### src/rtl/load_store_unit.sv
// load_store_unit: single-request load/store unit sitting between the core
// pipeline and a word-wide data memory with combinational read data.
// Loads take IDLE->READ->RESP, word stores IDLE->WRITE->RESP, sub-word
// stores do read-modify-write IDLE->READ->WRITE->RESP, and rejected
// requests go straight IDLE->RESP with rsp_err_o set.
// Optional feature: define MISALIGN_TRAP_EN to reject misaligned
// halfword/word accesses; otherwise the low address bits are cleared.
module load_store_unit #(
  parameter int                    DATA_WIDTH   = 32,
  parameter int                    MEMORY_DEPTH = 256,
  parameter logic [DATA_WIDTH-1:0] BASE_ADDR    = 32'h1001_0000
) (
  input  logic                  clk,
  input  logic                  reset,
  input  logic                  req_valid_i,
  output logic                  req_ready_o,
  input  logic                  req_write_i,
  input  logic [1:0]            req_size_i,
  input  logic                  req_unsigned_i,
  input  logic [DATA_WIDTH-1:0] req_addr_i,
  input  logic [DATA_WIDTH-1:0] req_wdata_i,
  output logic                  rsp_valid_o,
  output logic [DATA_WIDTH-1:0] rsp_rdata_o,
  output logic                  rsp_err_o,
  output logic [DATA_WIDTH-1:0] mem_address_o,
  output logic [DATA_WIDTH-1:0] mem_write_data_o,
  output logic                  mem_write_o,
  output logic                  mem_read_o,
  input  logic [DATA_WIDTH-1:0] mem_data_i
);

  typedef enum logic [1:0] {S_IDLE, S_READ, S_WRITE, S_RESP} state_e;

  localparam logic [1:0] SZ_B = 2'b00;
  localparam logic [1:0] SZ_H = 2'b01;
  localparam logic [1:0] SZ_W = 2'b10;

  // One past the last valid byte address; one extra bit so the sum cannot wrap.
  localparam logic [DATA_WIDTH:0] END_ADDR =
    {1'b0, BASE_ADDR} + (DATA_WIDTH+1)'(4 * MEMORY_DEPTH);

  state_e                  state_q, state_d;
  logic                    in_reset_q, in_reset_d;
  logic                    write_q, write_d;
  logic [1:0]              size_q, size_d;
  logic                    unsigned_q, unsigned_d;
  logic [DATA_WIDTH-1:0]   addr_q, addr_d;
  logic [DATA_WIDTH-1:0]   wdata_q, wdata_d;
  logic                    err_q, err_d;
  logic [DATA_WIDTH-1:0]   data_q, data_d;

  logic                    accept;
  logic                    req_err;
  logic [DATA_WIDTH-1:0]   req_addr_aligned;
  logic [DATA_WIDTH-1:0]   load_ext;
  logic [DATA_WIDTH-1:0]   store_merged;
  logic [7:0]              byte_sel;
  logic [15:0]             half_sel;

  // Request decode: range/size checks and address alignment.
  always_comb begin
    req_addr_aligned = req_addr_i;
    if (req_size_i == SZ_H) req_addr_aligned[0]   = 1'b0;
    if (req_size_i == SZ_W) req_addr_aligned[1:0] = 2'b00;
    req_err = (req_addr_i < BASE_ADDR) ||
              ({1'b0, req_addr_i} >= END_ADDR) ||
              (req_size_i == 2'b11);
`ifdef MISALIGN_TRAP_EN
    if ((req_size_i == SZ_H && req_addr_i[0]) ||
        (req_size_i == SZ_W && req_addr_i[1:0] != 2'b00))
      req_err = 1'b1;
`endif
  end

  assign accept = req_valid_i & req_ready_o;

  // Next-state and request capture.
  always_comb begin
    state_d    = state_q;
    in_reset_d = 1'b0;
    write_d    = write_q;
    size_d     = size_q;
    unsigned_d = unsigned_q;
    addr_d     = addr_q;
    wdata_d    = wdata_q;
    err_d      = err_q;
    data_d     = data_q;
    case (state_q)
      S_IDLE: begin
        if (accept) begin
          write_d    = req_write_i;
          size_d     = req_size_i;
          unsigned_d = req_unsigned_i;
          addr_d     = req_addr_aligned;
          wdata_d    = req_wdata_i;
          err_d      = req_err;
          if (req_err)                                 state_d = S_RESP;
          else if (req_write_i && req_size_i == SZ_W)  state_d = S_WRITE;
          else                                         state_d = S_READ;
        end
      end
      S_READ: begin
        data_d  = mem_data_i;
        state_d = write_q ? S_WRITE : S_RESP;
      end
      S_WRITE: state_d = S_RESP;
      default: state_d = S_IDLE;
    endcase
  end

  // State and request registers; reset aborts any in-flight request.
  always_ff @(posedge clk) begin
    if (reset) begin
      state_q    <= S_IDLE;
      in_reset_q <= 1'b1;
      write_q    <= 1'b0;
      size_q     <= 2'b00;
      unsigned_q <= 1'b0;
      addr_q     <= '0;
      wdata_q    <= '0;
      err_q      <= 1'b0;
      data_q     <= '0;
    end else begin
      state_q    <= state_d;
      in_reset_q <= in_reset_d;
      write_q    <= write_d;
      size_q     <= size_d;
      unsigned_q <= unsigned_d;
      addr_q     <= addr_d;
      wdata_q    <= wdata_d;
      err_q      <= err_d;
      data_q     <= data_d;
    end
  end

  // Lane extraction for loads and lane merge for sub-word stores.
  always_comb begin
    byte_sel     = data_q[{addr_q[1:0], 3'b000} +: 8];
    half_sel     = data_q[{addr_q[1], 4'b0000} +: 16];
    load_ext     = data_q;
    store_merged = wdata_q;
    case (size_q)
      SZ_B: begin
        load_ext = unsigned_q ? {{(DATA_WIDTH-8){1'b0}}, byte_sel}
                              : {{(DATA_WIDTH-8){byte_sel[7]}}, byte_sel};
        store_merged = data_q;
        store_merged[{addr_q[1:0], 3'b000} +: 8] = wdata_q[7:0];
      end
      SZ_H: begin
        load_ext = unsigned_q ? {{(DATA_WIDTH-16){1'b0}}, half_sel}
                              : {{(DATA_WIDTH-16){half_sel[15]}}, half_sel};
        store_merged = data_q;
        store_merged[{addr_q[1], 4'b0000} +: 16] = wdata_q[15:0];
      end
      default: ;
    endcase
  end

  // Outputs: strobes only in READ/WRITE, response fields only in RESP.
  always_comb begin
    req_ready_o      = (state_q == S_IDLE) && !in_reset_q;
    mem_read_o       = (state_q == S_READ);
    mem_write_o      = (state_q == S_WRITE);
    mem_address_o    = '0;
    mem_write_data_o = '0;
    rsp_valid_o      = (state_q == S_RESP);
    rsp_err_o        = (state_q == S_RESP) && err_q;
    rsp_rdata_o      = '0;
    if (state_q == S_READ || state_q == S_WRITE)
      mem_address_o = {addr_q[DATA_WIDTH-1:2], 2'b00};
    if (state_q == S_WRITE)
      mem_write_data_o = store_merged;
    if (state_q == S_RESP && !err_q && !write_q)
      rsp_rdata_o = load_ext;
  end

endmodule
### config.mk
export PLATFORM = sky130hd
export DESIGN_NAME = load_store_unit
export DESIGN_NICKNAME = d
export VERILOG_FILES = /design/src/rtl/load_store_unit.sv
export SDC_FILE = /design/constraint.sdc
export NUM_CORES = 1
export LEC_CHECK = 0
export ABC_CLOCK_PERIOD_IN_PS = 3300
export CAP_MARGIN = 15
export CORE_MARGIN = 2
export CORE_UTILIZATION = 40
export DETAILED_ROUTE_END_ITERATION = 12
export PLACE_DENSITY = 0.73
export SYNTH_ARGS = -nofsm -noshare
export SYNTH_HDL_FRONTEND = slang
export SYNTH_SLANG_ARGS = --single-unit
export TNS_END_PERCENT = 10
### constraint.sdc
create_clock -name clk -period 3.3 [get_ports clk]
set_input_delay 0.66 -clock clk [delete_from_list [all_inputs] [get_ports clk]]
set_output_delay 0.66 -clock clk [all_outputs]
set_load 0.005 [all_outputs]
==> run summary <==
Status: finished clean
Die width: 126 um
XOR/XNOR Fraction of Synth Area: 0%
Final period utilization: 97.9%
Wire per inst: 18.1 um
Share of cells above drive strength 1: 7.40%
DRT Pass-1 Iters: 5
Row count: 44
Setup slack at placement: 0.239 ns
Multi-input gate area: 3540 um^2
CTS tree: done
Clock network fraction of total power: 25.0%
# nets final: 1040
Met2 usage: 40.2%
Area share of and/or/nand/nor cells after synthesis: 24.1%
Worst Setup End Kind: output port
Clock-pin slew on the worst setup and hold paths: 0.07 ns
Slowest cell on crit path: clkdlybuf4s50_1
Tot GR Track Use: 25.1%
GRT met1 Usage: 32.2%
Complex-gate fraction of the synthesized area: 24.1%
Fillcell total: 1333
Final min period: 3.23 ns
R2R depth: 6
TNS Setup: 0 ns
Post-Layout Cell Count: 1117
Crit start category: flip-flop
CTS H-Tree Depth: 3
Hold Buf Count CTS: 0
Placed cells: 1100
Leak: 3.05 nW
Seq. cell area: 2090 um^2
Post-layout util: 58.5%
Synthesized instance count: 754
Largest net degree at the start of global routing: 71
Worst path arrival time: 2.57 ns
Ant. Diodes: 0
Synth warn: 0
Mux cell area share after synthesis: 8.97%
Main combinational cell family by area after synthesis: compound AO/OA/AOI/OAI gates
Fin. Hold Viols: 0
Synth Cell Area: 5910 um^2
Pwr Total: 4.52 mW
CTS root buf: clkbuf_16
Maximum vdd ir drop: 0.483 mV
Pwr Density: 534 nW/um^2
Detailed Route Iter0 Violations: 412
Via count: 6113
Sequential element share of the synthesized area: 35.2%
Syn_area_per_cell: 7.84 um^2
Vias per cell: 5.47
Max-slew violations: 0
RR Endpoint: wdata_q[18]$_SDFFE_PP0P_
Synth Area in Adders: 1.90%
TritonCTS buffer count: 9
First-pass GRT wire length: 31700 um
Crit path capture: mem_write_data_o[2]
Switching fraction of total power: 35.5%
Design area: 8470 um^2
Post-place instance area: 8080 um^2
Layout area overhead: 43.3%
Core area: 14500 um^2
Worst-Skew Late Latency: 0.35 ns
Clk sinks: 104
CP peak stage delay: 0.52 ns
Distinct cells, synth: 44
P_sw: 1.60 mW
Min-Delay Startpoint: addr_q[10]$_SDFFE_PP0P_
Number of enable flip-flop cells after synthesis: 0
Hold crit path type: reg2reg
Comb pwr share: 38.2%
Worst endpoint required time: 2.64 ns
Worst slew pin tran: 0.852 ns
Remaining Overflow, GRT: 0
Worst relative slew slack: 43.2%
Most Used Layer, Global Route: met2
Flops & latches, synth: 104
Commonest non-fill, non-tap cells in the layout: clkdlybuf4s50_1, nand2_1, dfxtp_1
Internal power: 2.92 mW
FF-to-FF Start: state_q[0]$_SDFFE_PP0P_
Maxcap violations: 0
Die area: 15800 um^2
Post-synth ARST share: 0%
Vias in the first global route: 5772
Worst R2R Setup Slack: 1.41 ns
CTS max path bufs: 2
Initial antenna violation count: 0
Worst setup path class: reg2out
Crit path max fanout: 8
Met3 Use GR: 7.62%
Max Clk Rate: 310 MHz
Total Wirelength: 20200 um
Worst setup margin: 0.0703 ns
Crit-path cells: inv_2 -> ha_2 -> or3b_2 -> a32oi_4 -> buf_12 -> a22oi_1 -> nor2b_1 -> clkdlybuf4s50_1
Initial core utilization: 40.8%
RSZ-0062 raised after global routing: true
Post-detail-place hpwl: 14500 um
Setup Viol. Count Final: 0
Clk_skew: 0.00570 ns
CP startpoint: addr_q[0]$_SDFFE_PP0P_
Io pins: 204
Most common cell after layout, fill and taps aside: clkdlybuf4s50_1
Flop pwr share: 36.7%
Worst hold slack: 0.449 ns
Top_reg_cell synth: dfxtp_1
# port buffers: 201
RD Place Congestion: 0.922
Post-route DRC: 0
ANT nets after route: 0
Die Height: 126 um
-- cells by family after synthesis --
group	after synthesis
adder cells (fa/ha/maj)	9
AO/OA/AOI/OAI	202
multiplexers	52
AND/OR/NAND/NOR	306
other	1
buffers and inverters	80
flip-flops	104
-- cell usage after synthesis, types with 3 or more instances --
| library cell | number | share of area, % |
|---|---|---|
| inv_1 | 15 | 0.95 |
| nor4_1 | 5 | 0.53 |
| a221oi_2 | 8 | 2.0 |
| nor3_1 | 9 | 0.76 |
| a21o_1 | 16 | 2.0 |
| a22o_1 | 16 | 2.4 |
| buf_4 | 3 | 0.38 |
| nand2b_1 | 6 | 0.63 |
| o21ai_0 | 9 | 0.76 |
| a221o_1 | 16 | 2.7 |
| a22oi_1 | 32 | 4.1 |
| clkbuf_1 | 45 | 2.9 |
| nor2b_1 | 28 | 3.0 |
| dfxtp_1 | 104 | 35 |
| and2_1 | 31 | 3.3 |
| o22ai_1 | 8 | 0.85 |
| mux2i_1 | 50 | 8.5 |
| a21oi_1 | 85 | 7.2 |
| nand2_1 | 162 | 10 |
| a21boi_0 | 8 | 1.0 |
| nor2_1 | 47 | 3.0 |
| ha_1 | 9 | 1.9 |
| buf_2 | 13 | 1.1 |
-- power groups by stage --
stage | logic, mW | clock network (mW) | registers, mW
after CTS | 1.72 | 1.16 | 1.65
final | 1.73 | 1.13 | 1.66
after detailed placement | 1.69 | 0 | 1.68
after global placement | 1.68 | 0 | 1.68
after global routing | 1.89 | 1.21 | 1.68
after floorplan | 1.12 | 0 | 1.57
-- cell type report --
type | instances | share of cell area, %
inverters | 16 | 0.709
clock buffers | 12 | 3.15
flip-flops and latches | 104 | 24.6
repair buffers | 226 | 26.5
multi-input cells | 571 | 41.7
clock inverters | 4 | 0.606
well taps | 184 | 2.72
-- registers in the layout, summed over array words and instances (netlist names) --
name        cells
data_q         32
state_q         2
size_q          2
addr_q         32
in_reset_q      1
wdata_q        32
err_q           1
write_q         1
unsigned_q      1
-- worst max-delay path, delay by kind of cell, from the launching register on --
family / cells / cell delay (ns)
compound gates: 2 / 0.26
fa+ha+maj: 1 / 0.23
buf+inv: 3 / 0.78
flops: 1 / 0.32
simple gates: 2 / 0.62
-- routing by layer --
metal | vias up | wire length, um | part of all wire, %
met2 | 287 | 9400 | 47
met5 | - | 0 | 0
met3 | 45 | 1810 | 9.0
li1 | 2968 | - | -
met1 | 2813 | 8390 | 42
met4 | 0 | 582 | 2.9
-- timing repair --
item,in CTS,in global routing
setup endpoints to repair,16,25
buffers inserted,1,0
gates resized for setup,6,10
endpoints found under the hold margin,0,0
pin swaps,1,1
-- worst min path at each step --
stage                                    to  slack [ns]  depth (start not counted)
floorplan           addr_q[10]$_SDFFE_PP0P_        0.43                          2
global placement    addr_q[30]$_SDFFE_PP0P_        0.44                          2
detailed placement   addr_q[9]$_SDFFE_PP0P_        0.44                          2
CTS                  addr_q[9]$_SDFFE_PP0P_        0.45                          2
global route        addr_q[24]$_SDFFE_PP0P_        0.47                          2
finish              addr_q[10]$_SDFFE_PP0P_        0.45                          2
No activity file was read; power rests on OpenSTA's default activity.
